===== src/rtl/dram_portb_arbiter_if.sv =====
// Requester-side bus of the data RAM b-port arbiter.
// One instance per requester (debug module, bulk loader/DMA).
//   req    : request valid, fields held stable until gnt
//   we     : byte write enables, 4'b0000 = read
//   addr   : byte address (bits [1:0] ignored by the RAM)
//   wdata  : write data
//   lock   : keep ownership of the port after this request while req stays high
//   gnt    : combinational accept, this cycle
//   rvalid : one-cycle response pulse, two cycles after gnt
//   rdata  : RAM word (pre-write content for writes), held while rvalid=0
//   err    : out-of-range flag, valid with rvalid
// Modport master is the requester view, slave is the arbiter view.
interface dram_portb_arbiter_if #(
  parameter int ADDR_W = 32
);
  logic              req;
  logic [3:0]        we;
  logic [ADDR_W-1:0] addr;
  logic [31:0]       wdata;
  logic              lock;
  logic              gnt;
  logic              rvalid;
  logic [31:0]       rdata;
  logic              err;

  modport master (
    output req, we, addr, wdata, lock,
    input  gnt, rvalid, rdata, err
  );

  modport slave (
    input  req, we, addr, wdata, lock,
    output gnt, rvalid, rdata, err
  );
endinterface


===== src/rtl/dram_portb_arbiter.sv =====
// Shares the b-port of the data RAM (sync read, 1-cycle latency, byte write
// enables, read-first) between two single-word requesters: m0 = debug module,
// m1 = bulk loader/DMA. Round-robin arbitration with an optional lock for
// atomic read-modify-write, one issue per cycle, responses routed back to the
// issuing requester two cycles after the grant.
// Ports:
//   clk, rst            : clock, asynchronous active-high reset
//   m0, m1              : requester buses (dram_portb_arbiter_if.slave)
//   ram_addrb/dinb/web  : registered RAM b-port command
//   ram_doutb           : RAM read data, valid the cycle after the command
module dram_portb_arbiter #(
  parameter int ADDR_W   = 32,
  parameter int VALID_HI = 18
) (
  input  logic              clk,
  input  logic              rst,
  dram_portb_arbiter_if.slave m0,
  dram_portb_arbiter_if.slave m1,
  output logic [ADDR_W-1:0] ram_addrb,
  output logic [31:0]       ram_dinb,
  output logic [3:0]        ram_web,
  input  logic [31:0]       ram_doutb
);

  typedef enum logic [1:0] {
    LK_NONE = 2'd0,
    LK_M0   = 2'd1,
    LK_M1   = 2'd2
  } lk_state_t;

  lk_state_t         lk_state;
  lk_state_t         lk_next;
  logic              lock_active;
  logic              lock_owner;
  logic              last;

  logic              gnt0_p0;
  logic              gnt1_p0;
  logic              any_gnt_p0;
  logic [ADDR_W-1:0] addr_p0;
  logic [31:0]       wdata_p0;
  logic [3:0]        we_p0;
  logic              err_p0;

  logic              vld_p1;
  logic              id_p1;
  logic              err_p1;

  logic              vld_p2;
  logic              id_p2;
  logic              err_p2;
  logic [31:0]       resp_p2;
  logic              rvalid0;
  logic              rvalid1;
  logic [31:0]       hold0;
  logic [31:0]       hold1;

  // Anything above the RAM window is an error: writes are suppressed and
  // the response data forced to zero.
  function automatic logic out_of_range(input logic [ADDR_W-1:0] a);
    return |a[ADDR_W-1:VALID_HI];
  endfunction

  // ---- p0: arbitration (combinational) ----
  always_comb begin
    gnt0_p0 = 1'b0;
    gnt1_p0 = 1'b0;
    if (rst) begin
      gnt0_p0 = 1'b0;
      gnt1_p0 = 1'b0;
    end else if (lock_active) begin
      // Only the owner may proceed; an owner with req=0 gets nothing and
      // the other master is still held off for that cycle.
      if (lock_owner) gnt1_p0 = m1.req;
      else            gnt0_p0 = m0.req;
    end else if (m0.req && m1.req) begin
      // last=1 means m1 went last, so m0 wins.
      gnt0_p0 = last;
      gnt1_p0 = ~last;
    end else begin
      gnt0_p0 = m0.req;
      gnt1_p0 = m1.req;
    end
  end

  assign any_gnt_p0 = gnt0_p0 | gnt1_p0;
  assign addr_p0    = gnt1_p0 ? m1.addr  : m0.addr;
  assign wdata_p0   = gnt1_p0 ? m1.wdata : m0.wdata;
  assign we_p0      = gnt1_p0 ? m1.we    : m0.we;
  assign err_p0     = out_of_range(addr_p0);

  assign m0.gnt = gnt0_p0;
  assign m1.gnt = gnt1_p0;

  // Lock FSM: state register
  always_ff @(posedge clk or posedge rst) begin
    if (rst) lk_state <= LK_NONE;
    else     lk_state <= lk_next;
  end

  // Lock FSM: next state. An owner that drops req, or is granted with
  // lock=0, releases the port.
  always_comb begin
    lk_next = lk_state;
    case (lk_state)
      LK_NONE: begin
        if (gnt0_p0 && m0.lock)      lk_next = LK_M0;
        else if (gnt1_p0 && m1.lock) lk_next = LK_M1;
      end
      LK_M0: if (!m0.req || !m0.lock) lk_next = LK_NONE;
      LK_M1: if (!m1.req || !m1.lock) lk_next = LK_NONE;
      default: lk_next = LK_NONE;
    endcase
  end

  // Lock FSM: outputs
  always_comb begin
    lock_active = (lk_state != LK_NONE);
    lock_owner  = (lk_state == LK_M1);
  end

  always_ff @(posedge clk or posedge rst) begin
    if (rst)             last <= 1'b1;
    else if (any_gnt_p0) last <= gnt1_p0;
  end

  // ---- p1: issue to RAM ----
  always_ff @(posedge clk or posedge rst) begin
    if (rst) begin
      vld_p1    <= 1'b0;
      id_p1     <= 1'b0;
      err_p1    <= 1'b0;
      ram_web   <= 4'b0;
      ram_addrb <= '0;
      ram_dinb  <= '0;
    end else begin
      vld_p1  <= any_gnt_p0;
      ram_web <= 4'b0;
      if (any_gnt_p0) begin
        ram_addrb <= addr_p0;
        ram_dinb  <= wdata_p0;
        ram_web   <= err_p0 ? 4'b0 : we_p0;
        id_p1     <= gnt1_p0;
        err_p1    <= err_p0;
      end
    end
  end

  // ---- p2: response, RAM data arrives this cycle ----
  always_ff @(posedge clk or posedge rst) begin
    if (rst) begin
      vld_p2 <= 1'b0;
      id_p2  <= 1'b0;
      err_p2 <= 1'b0;
    end else begin
      vld_p2 <= vld_p1;
      id_p2  <= id_p1;
      err_p2 <= err_p1;
    end
  end

  assign rvalid0 = vld_p2 & ~id_p2;
  assign rvalid1 = vld_p2 & id_p2;
  assign resp_p2 = err_p2 ? 32'h0 : ram_doutb;

  // rdata is a live view of the RAM during rvalid and otherwise shows the
  // last delivered word, so it holds between responses.
  always_ff @(posedge clk or posedge rst) begin
    if (rst) begin
      hold0 <= 32'h0;
      hold1 <= 32'h0;
    end else begin
      if (rvalid0) hold0 <= resp_p2;
      if (rvalid1) hold1 <= resp_p2;
    end
  end

  assign m0.rvalid = rvalid0;
  assign m0.err    = rvalid0 & err_p2;
  assign m0.rdata  = rvalid0 ? resp_p2 : hold0;
  assign m1.rvalid = rvalid1;
  assign m1.err    = rvalid1 & err_p2;
  assign m1.rdata  = rvalid1 ? resp_p2 : hold1;

endmodule


===== src/flat_wrapper.sv =====
// flat-port wrapper written by rule: the top's interface ports become plain ports
module dram_portb_arbiter_flat 
#(
  parameter int ADDR_W   = 32,
  parameter int VALID_HI = 18
)
  (clk, rst, ram_addrb, ram_dinb, ram_web, ram_doutb, m0_req, m0_we, m0_addr, m0_wdata, m0_lock, m0_gnt, m0_rvalid, m0_rdata, m0_err, m1_req, m1_we, m1_addr, m1_wdata, m1_lock, m1_gnt, m1_rvalid, m1_rdata, m1_err);
  dram_portb_arbiter_if #(.ADDR_W(ADDR_W)) m0_i ();
  dram_portb_arbiter_if #(.ADDR_W(ADDR_W)) m1_i ();
  input  logic clk;
  input  logic rst;
  output logic [ADDR_W-1:0] ram_addrb;
  output logic [31:0] ram_dinb;
  output logic [3:0] ram_web;
  input  logic [31:0] ram_doutb;
  input wire logic [$bits(m0_i.req)-1:0] m0_req;
  input wire logic [$bits(m0_i.we)-1:0] m0_we;
  input wire logic [$bits(m0_i.addr)-1:0] m0_addr;
  input wire logic [$bits(m0_i.wdata)-1:0] m0_wdata;
  input wire logic [$bits(m0_i.lock)-1:0] m0_lock;
  output wire logic [$bits(m0_i.gnt)-1:0] m0_gnt;
  output wire logic [$bits(m0_i.rvalid)-1:0] m0_rvalid;
  output wire logic [$bits(m0_i.rdata)-1:0] m0_rdata;
  output wire logic [$bits(m0_i.err)-1:0] m0_err;
  input wire logic [$bits(m1_i.req)-1:0] m1_req;
  input wire logic [$bits(m1_i.we)-1:0] m1_we;
  input wire logic [$bits(m1_i.addr)-1:0] m1_addr;
  input wire logic [$bits(m1_i.wdata)-1:0] m1_wdata;
  input wire logic [$bits(m1_i.lock)-1:0] m1_lock;
  output wire logic [$bits(m1_i.gnt)-1:0] m1_gnt;
  output wire logic [$bits(m1_i.rvalid)-1:0] m1_rvalid;
  output wire logic [$bits(m1_i.rdata)-1:0] m1_rdata;
  output wire logic [$bits(m1_i.err)-1:0] m1_err;
  assign m0_i.req = m0_req;
  assign m0_i.we = m0_we;
  assign m0_i.addr = m0_addr;
  assign m0_i.wdata = m0_wdata;
  assign m0_i.lock = m0_lock;
  assign m0_gnt = m0_i.gnt;
  assign m0_rvalid = m0_i.rvalid;
  assign m0_rdata = m0_i.rdata;
  assign m0_err = m0_i.err;
  assign m1_i.req = m1_req;
  assign m1_i.we = m1_we;
  assign m1_i.addr = m1_addr;
  assign m1_i.wdata = m1_wdata;
  assign m1_i.lock = m1_lock;
  assign m1_gnt = m1_i.gnt;
  assign m1_rvalid = m1_i.rvalid;
  assign m1_rdata = m1_i.rdata;
  assign m1_err = m1_i.err;
  dram_portb_arbiter #(.ADDR_W(ADDR_W), .VALID_HI(VALID_HI)) u_core (.clk(clk), .rst(rst), .m0(m0_i), .m1(m1_i), .ram_addrb(ram_addrb), .ram_dinb(ram_dinb), .ram_web(ram_web), .ram_doutb(ram_doutb));
endmodule

===== config.mk =====
export PLATFORM = sky130hd
export DESIGN_NAME = dram_portb_arbiter_flat
export DESIGN_NICKNAME = d
export VERILOG_FILES = /design/src/rtl/dram_portb_arbiter_if.sv /design/src/rtl/dram_portb_arbiter.sv /design/src/flat_wrapper.sv
export SDC_FILE = /design/constraint.sdc
export NUM_CORES = 1
export LEC_CHECK = 0
export BUFFER_PORTS_ARGS = -buffer_cell sky130_fd_sc_hd__buf_4
export CAP_MARGIN = 20
export CORE_MARGIN = 2
export CORE_UTILIZATION = 40
export CTS_BUF_LIST = sky130_fd_sc_hd__clkbuf_4 sky130_fd_sc_hd__clkbuf_8
export CTS_CLUSTER_DIAMETER = 30
export DETAILED_ROUTE_END_ITERATION = 8
export PLACE_DENSITY = 0.72
export SLEW_MARGIN = 0
export SYNTH_ARGS = -nofsm -noshare
export SYNTH_HDL_FRONTEND = slang
export SYNTH_SLANG_ARGS = --single-unit

===== constraint.sdc =====
create_clock -name clk -period 5.2 [get_ports clk]
set_clock_uncertainty 0.2 [all_clocks]
set_input_delay 0.52 -clock clk [delete_from_list [all_inputs] [get_ports clk]]
set_output_delay 0.52 -clock clk [all_outputs]
set_load 0.05 [all_outputs]

After elaboration in Yosys (flattened, before gate mapping) --
Cells that the tools add are included.
Storage, ports and cells: logic and storage cells 59, bits of input ports 174, bits in registers 141
Operators by class: multiplexer cells 21, bitwise operators 7, equal/unequal tests 5, reductions and logical operators 13
Operator list (count):
- $mux W32 | 5
- $reduce_or A14 Y1 | 1
- $mux W4 | 3
- $mux W1 | 8
- $mux W2 | 4
- $pmux W2 S3 | 1
- $and A1 B1 Y1 | 4
- $logic_not A1 Y1 | 4
- $logic_and A1 B1 Y1 | 3
- $ne A3 B1 Y1 const B | 1
- $reduce_and A3 Y1 | 1
- $eq A2 B1 Y1 const B | 1
- $eq A2 B2 Y1 const B | 1
- $logic_not A2 Y1 | 1
- $logic_or A1 B1 Y1 | 2
- $ne A2 B1 Y1 const B | 1
- $ne A2 B2 Y1 const B | 1
- $not A1 Y1 | 2
- $reduce_bool A2 Y1 | 1
- $or A1 B1 Y1 | 1

Depth between registers and ports, before layout --
Gate-level depths: netlist (run 1).
depth after elaboration 8, gate-level depth with buffers 8, depth with buffers taken out 5

Least setup slack after synthesis (run 1) --
OpenSTA, ideal clock, no wires.
path type register to output, start register u_core.id_p2, end output m0_rdata[25], stages on the path, launching flop included 5, required time 4.480 ns, arrival time 2.029 ns, slack 2.451 ns, path buffers 2, path through dfrtp_1 -> nand2b_1 -> clkbuf_1 -> clkbuf_1 -> o21ai_0
Between the ends: cells in the longest elaborated chain, start to end 3
Ends and longest elaborated chain:
- from (decl) | line dram_portb_arbiter.sv:50 | logic id_p2;
- from (signal assigned) | line dram_portb_arbiter.sv:157 | id_p2 <= id_p1;
- $not A1 Y1 | line dram_portb_arbiter.sv:162 | assign rvalid0 = vld_p2 & ~id_p2;
- $and A1 B1 Y1 | line dram_portb_arbiter.sv:162
- $mux W32 | line dram_portb_arbiter.sv:180 | assign m0.rdata = rvalid0 ? resp_p2 : hold0;
- to (decl) | line flat_wrapper.sv:23 | output wire logic [$bits(m0_i.rdata)-1:0] m0_rdata;
Every way passes these cells.

Worst setup path in the final report (run 1) --
start input rst, end output m0_gnt
Between the ends: cells in the longest elaborated chain, start to end 1
Ends and longest elaborated chain:
- from (decl) | line flat_wrapper.sv:11 | input logic rst;
- $mux W1 | line dram_portb_arbiter.sv:68 | if (rst) begin
- to (decl) | line flat_wrapper.sv:21 | output wire logic [$bits(m0_i.gnt)-1:0] m0_gnt;
Every way passes these cells.

==> metrics.txt, run 1 <==
status finished clean; reg2reg start u_core.lk_state[1]; Placed Instances 1,043; xor/xnor share of the synthesized area 0; Ys Warns 0; Main synth FF type dfrtp_1; drt via density approximately 4.8; drt initial violations ~280; simple-gate share of the synthesized area 0.1382; Starting Density 0.4054; Core Rows between 40 and 50; MaxCap Viol Count 0; CP cell instances dlygate4sd3_1 > buf_4 > nand2b_1 > a221oi_4 > buf_4 > buf_4; Slew @ Worst Pin around 0.77 ns; register area share after synthesis 0.5791; gr usage total 0.2037; post-route insts no fill 1,079; setup TNS 0 ns; Core ar. between 15,000 and 20,000 um2; slew margin rel. 0.4871; ANT nets after route 0; CTS max path bufs 2; multiplexer share of the synthesized area 0.1170; H-tree depth 4; asr flop ratio synth 1.000; Die H approximately 130 um; P&R area growth vs syn 47.01%; Post-Synth Adder-Cell Area 0; WP data required between 4 and 5 ns; Port Buffers slightly above 300; total vias in the final route 5,160; Synth Area in Compound Gates 0.1160; # diodes 0; Residual DRC 0; Congestion Overflow GR 0; WP buf/inv 4; Max Clock Freq 329.3 MHz; Die Wd 127.4 um; final core area utilization 0.5960; Pleak roughly 0.0043 uW; worst setup path startpoint rst; CP max-delay cell dlygate4sd3_1; cell depth of the worst setup path 6; Clock Latency Late Sink about 0.43 ns; # clock sinks 141; post-CTS sizing 0; Cell Int Power approximately 2100 uW; post-route minimum period 3.037 ns; die area between 15,000 and 20,000 um2; Switching Power approximately 1300 uW; peak fanout along the critical path 25; antenna violations before repair 0; mean post-synth cell area 10.56 um2; Setup Viol. Count Final 0; GPL Wtd Cong 0.8119; Switching Fraction 0.3744; setup repair after global routing missed its margin false; share of layout cells above drive strength 1 0.4186; Final period util 0.5839; Slew Limit Fails 0; total CTS buffers 17; clock-pin slew on the worst setup and hold paths about 0.08 ns; Top Ports 312; Clock power frac 0.272; Post-Syn Nets 751; # nets final 1,052; Logic pwr share 0.343; synthesis-stage register bit count around 140; EDFF count, synth 0; Syn Std Cell Area about 6000 um2; TritonCTS clock tree done; Pwr Total 3433 uW; largest net degree at the start of global routing 67; first-pass GRT wire length 26.08 mm; Cells after Synth 577; Fillers around 1.3k; Crit path arrival time 2.32 ns; Synth cell types 31; Routed Wire Length 16.76 mm; DP Wirelength 12.26 mm; main combinational cell family by area after synthesis simple AND/OR/NAND/NOR gates; crit path capture type output pin; Setup crit end m0_gnt; Peak VDD IR 216.5 uV; most used cell, CP buf_4; sequential cell fraction of total power 0.386; reg2reg end u_core.err_p1; root buf cell clkbuf_8; FF-to-FF path depth 6; Crit path largest cell delay 0.55 ns; DR WL/cell 15.53 um; R2R setup slack roughly 2.7 ns; vias in the first global route 5,169; pwr/cell area 383.1 nW/um2; Final Hold Fails 0; drt pass-1 iters 4; worst min path class input pin to register; Crit Path Class input pin to output pin; family with the most delay on the worst path buffers and inverters; startpoint types input pin
[layout by cell type, fill, tap and decap left out]
cell	count
buf_4	317
nand2_1	161
dfrtp_1	140
mux2i_1	69
o21ai_0	67
o21ai_1	64
clkbuf_8	20
nor2_1	4
clkinv_2	4
inv_1	4
nor3_2	4
or4_4	3
nor4_4	3
bufinv_16	3
nand2b_1	2
clkbuf_4	2
clkinvlp_4	2
clkinv_4	2
inv_2	1
a221oi_4	1
nand3b_4	1
nand3_4	1
nor3b_1	1
nand2b_2	1
clkinv_1	1
nand2_2	1
nor4_1	1
nor3_1	1
a32oi_4	1
mux2i_4	1
inv_6	1
and3_1	1
o22a_1	1
dlygate4sd3_1	1
buf_12	1
buf_8	1
buf_16	1
dfstp_2	1
[Yosys cell counts, types with 2 or more instances]
cell type    n  area, um2
buf_2        6      30.03
buf_6        3      33.78
dfrtp_1    140       3503
nand2_1    162      608.1
o21ai_0     67      335.3
o21ai_1     64      320.3
buf_1        2      7.510
inv_1        5      18.77
clkbuf_1    19      71.32
buf_8        7      105.1
nor3_2       4      40.04
nor4_4       3      63.81
inv_2        2      7.510
mux2i_1     69      690.7
or4_4        3      33.78
nand2b_1     3      18.77
nor2_1       4      15.01
[repair_timing]
item                                   4_1_cts  5_1_grt
hold buffers                                 1        0
setup buffers                                0        0
endpoints found under the hold margin       41        0
[through the flow]
| step | hold WS (ns) | setup slack, ns | cell area (um2) |
|---|---|---|---|
| floorplan | 0.1312 | 0.7004 | 6095 |
| global placement | 0.1372 | 2.525 | 8459 |
| detailed placement | 0.1478 | 2.489 | 8459 |
| CTS | 0.05891 | 2.008 | 8897 |
| global route | 0.06111 | 2.100 | 8960 |
| finish | 0.09199 | 2.163 | 8960 |
[state kept, by name, indices dropped and copies added (netlist names)]
name	flops
u_core.err_p1	1
u_core.err_p2	1
u_core.hold0	32
u_core.hold1	32
u_core.id_p1	1
u_core.id_p2	1
u_core.last	1
u_core.lk_state	2
u_core.ram_addrb	32
u_core.ram_dinb	32
u_core.ram_web	4
u_core.vld_p1	1
u_core.vld_p2	1
[worst min-delay path, cell delays in order]
cell and delay, ns:
buf_4 0.07, nand2_1 0.03, o21ai_1 0.06
[cells by family (layout without fill, tap and decap cells)]
family	count (synthesis)	in the layout
AND/OR/NAND/NOR	185	185
flip-flops	141	141
AO/OA/AOI/OAI	134	134
multiplexers	70	70
buffers and inverters	47	361
[layout make-up]
type	count	area [um2]	area share
flip-flops and latches	141	3530	0.3939
repair buffers	321	2452	0.2737
multi-input cells	389	2278	0.2543
clock buffers	22	290.3	0.03240
well taps	188	235.2	0.02625
clock inverters	10	137.6	0.01536
inverters	8	36.28	0.004050
[routing by layer]
| layer | global-route usage | part of all wire |
|---|---|---|
| met5 | 0 | 0 |
| met4 | 0.07498 | 0.019 |
| met3 | 0.07580 | 0.084 |
| met2 | 0.3262 | 0.49 |
| met1 | 0.2531 | 0.41 |
[worst min path at each step]
stage	startpoint	endpoint	slack (ns)	depth (start not counted)
floorplan	u_core.vld_p1	u_core.vld_p2	0.13	0
global placement	u_core.vld_p1	u_core.vld_p2	0.14	0
detailed placement	u_core.vld_p1	u_core.vld_p2	0.15	0
CTS	m1_addr[17]	u_core.ram_addrb[17]	0.06	3
global route	m1_wdata[10]	u_core.ram_dinb[10]	0.06	3
finish	m1_addr[9]	u_core.ram_addrb[9]	0.09	3
[power by group through the flow]
stage / registers, uW / clock network (uW) / logic [uW]
5_1_grt: 1340 / 1010 / 1240
4_1_cts: 1320 / 963 / 1170
2_1_floorplan: 1800 / 0 / 309
3_3_place_gp: 1340 / 0 / 1160
3_5_place_dp: 1340 / 0 / 1180
6_report: 1320 / 933 / 1180
(Power assumes the default switching activity.)
==> run 2: changes to the inputs <==
Clock period 5.2 ns to 2.9 ns, I/O delays scaled along.
==> run 2 against run 1 <==
- non-clock buffer count is 168 higher
- clock power is 75% higher
- sequential share of layout area is 6.2 points lower
- clock-buffer cell count is 2 lower
- hold slack worse by 0.063 ns
- total power is 94% higher
- cell count is 16% higher
- utilization is 11 points higher
- sequential power is 80% higher
- register-to-register slack worse by 2.5 ns
- setup slack worse by 2.0 ns
==> metrics.txt, run 2 (synthesis gave the netlist of run 1 again) <==
R2R setup slack 0.23 ns (was 2.72 ns); Crit path largest cell delay 0.57 ns (was 0.55 ns); Clock Latency Late Sink 0.43 ns (about the same); peak fanout along the critical path 56 (was 25); drt pass-1 iters 4 (unchanged); # clock sinks 141 (unchanged); GR met3 Demand/Resource 0.07328 (was 0.07580); sequential cell fraction of total power 0.359 (was 0.386); DR WL/cell 16.96 um (was 15.53 um); slew margin rel. 0.4367 (was 0.4871); setup TNS 0 ns (unchanged); root buf cell clkbuf_8 (unchanged); Cell Int Power 4164 uW (was 2147 uW); Core ar. 15,030 um2 (unchanged); pwr/cell area 625.9 nW/um2 (was 383.1 nW/um2); Placed Instances 1,047 (was 1,043); DP Wirelength 12.78 mm (was 12.26 mm); Switching Power 2482 uW (was 1285 uW); Crit path arrival time 2.89 ns (was 2.32 ns); multi-input logic area 2283 um2 (was 2278 um2); CP max-delay cell dlygate4sd3_1 (unchanged); Final Hold Fails 0 (unchanged); share of layout cells above drive strength 1 0.3541 (was 0.4186); Crit Path Class input pin to register (was input pin to output pin); met2 usage 0.4527 (was 0.3262); vias in the first global route 6,433 (was 5,169); Hold Crit Depth 3 (unchanged); reg2reg end u_core.ram_dinb[8] (was u_core.err_p1); Fillers 1,013 (was 1,306); Starting Density 0.4054 (unchanged); setup repair after global routing missed its margin false (unchanged); most frequent cells in the layout buf_4, dlygate4sd3_1, nand2_1, dfrtp_1, mux2i_1 (was buf_4, nand2_1, dfrtp_1, mux2i_1, o21ai_0); Top Ports 312 (unchanged); FF-to-FF path depth 6 (unchanged); TritonCTS clock tree done (unchanged); CTS max path bufs 2 (unchanged); met1 Usage GRT 0.3029 (was 0.2531); Reg area 3530 um2 (unchanged); Logic pwr share 0.396 (was 0.343); Hold Path Origin ram_doutb[18] (was m1_addr[9]); post-route minimum period 2.718 ns; Peak VDD IR 509.3 uV (was 216.5 uV); worst min path class input pin to register (unchanged); Slew @ Worst Pin 0.8449 ns (was 0.7694 ns); most common cell after layout, fill and taps aside buf_4 (unchanged); largest net degree at the start of global routing 77 (was 67); H-tree depth 4 (unchanged); antenna violations before repair 0 (unchanged); Switching Fraction 0.3734 (was 0.3744); Pleak 0.005040 uW (was 0.004318 uW); Die H 127.4 um (unchanged); Congestion Overflow GR 0 (unchanged); total CTS buffers 17 (unchanged); GR peak layer met2 (unchanged); post-route insts no fill 1,247 (was 1,079); MaxCap Viol Count 0 (unchanged); gr usage total 0.2618 (was 0.2037); total vias in the final route 6,128 (was 5,160); P&R area growth vs syn 74.23% (was 47.01%); Setup Fix Bufs, Post-CTS 0 (unchanged); reg2reg start u_core.last (was u_core.lk_state[1]); drt initial violations 280 (was 282); Setup Viol. Count Final 0 (unchanged); Die Wd 127.4 um (unchanged); # nets final 1,220 (was 1,052); ANT nets after route 0 (unchanged); # diodes 0 (unchanged); clock-pin slew on the worst setup and hold paths 0.08 ns (about the same); Core Rows 45 (unchanged); startpoint types input pin (unchanged); crit path capture type register (was output pin); drt via density 4.914 (was 4.782); worst hold endpoint u_core.hold1[18] (was u_core.ram_addrb[9]); Max Clock Freq between 300 and 400 MHz; Port Buffers 311 (unchanged); Final period util 0.9371; first-pass GRT wire length 33.31 mm (was 26.08 mm); Routed Wire Length 21.15 mm (was 16.76 mm); Slew Limit Fails 0 (unchanged); Clock power frac 0.246 (was 0.272); die area 16,240 um2 (unchanged); WP data required 3.07 ns (was 4.48 ns); GPL Wtd Cong 0.7942 (was 0.8119); Residual DRC 0 (unchanged); CP cell instances dlygate4sd3_1 > buf_4 > nor2_1 > nand3_4 > clkinv_2 > buf_4 > nand2_1 > o21ai_1 > dlygate4sd3_1 (was dlygate4sd3_1 > buf_4 > nand2b_1 > a221oi_4 > buf_4 > buf_4); status finished clean (unchanged)
[run 2: worst max path at each step]
| stage | from | cells past startpoint | end | slack (ns) |
|---|---|---|---|---|
| 6_report | rst | 9 | u_core.ram_addrb[14] | 0.18 |
| 3_5_place_dp | u_core.err_p2 | 5 | m0_rdata[30] | 0.54 |
| 5_1_grt | rst | 9 | u_core.ram_addrb[14] | 0.09 |
| 3_3_place_gp | u_core.err_p2 | 5 | m0_rdata[30] | 0.57 |
| 2_1_floorplan | u_core.id_p2 | 4 | m0_rdata[25] | 0.38 |
| 4_1_cts | u_core.err_p2 | 5 | m0_rdata[30] | 0.05 |
[run 2: layout make-up]
class,count,share of cell area
clock buffer,20,0.02415
multi-input combinational,389,0.2150
clock inverter,12,0.01379
sequential,141,0.3324
timing repair buffer,489,0.3888
tap,188,0.02215
inverter,8,0.003653
[run 2: worst max-delay path, delay by kind of cell]
family,cells,cell delay [ns]
compound gates,1,0.12
buf+inv,5,1.94
simple gates,3,0.53
[run 2: timing repair]
item / 4_1_cts / 5_1_grt
hold buffers: 168 / 0
hold endpoints to repair: 195 / 0
gates resized for setup: 0 / 2
setup endpoints to repair: 0 / 16
[run 2: per-layer routing]
layer	routed length [um]	vias up	share of wire
met3	1399	53	0.066
met4	858	0	0.041
met2	10720	276	0.51
li1	-	2893	-
met1	8171	2906	0.39
met5	0	-	0
[run 2: power by group through the flow]
stage	combinational (uW)	sequential [uW]	clock [uW]
4_1_cts	2570	2370	1660
2_1_floorplan	554	3220	0
6_report	2630	2380	1630
5_1_grt	2750	2410	1740
3_5_place_dp	2140	2400	0
3_3_place_gp	2110	2400	0
[run 2: per-stage QoR]
step / instance area [um2] / hold WS (ns) / setup WS, ns / power (uW) / utilization
after floorplan: 6098 / 0.1312 / 0.3806 / 3777 / -
after global placement: 8526 / 0.1361 / 0.5660 / 4513 / 0.5671
after detailed placement: 8526 / 0.1477 / 0.5414 / 4535 / 0.5671
after CTS: 10610 / 0.001304 / 0.05027 / 6609 / 0.7058
after global routing: 10620 / 0.01203 / 0.08782 / 6907 / 0.7064
final: 10620 / 0.02883 / 0.1825 / 6646 / 0.7064
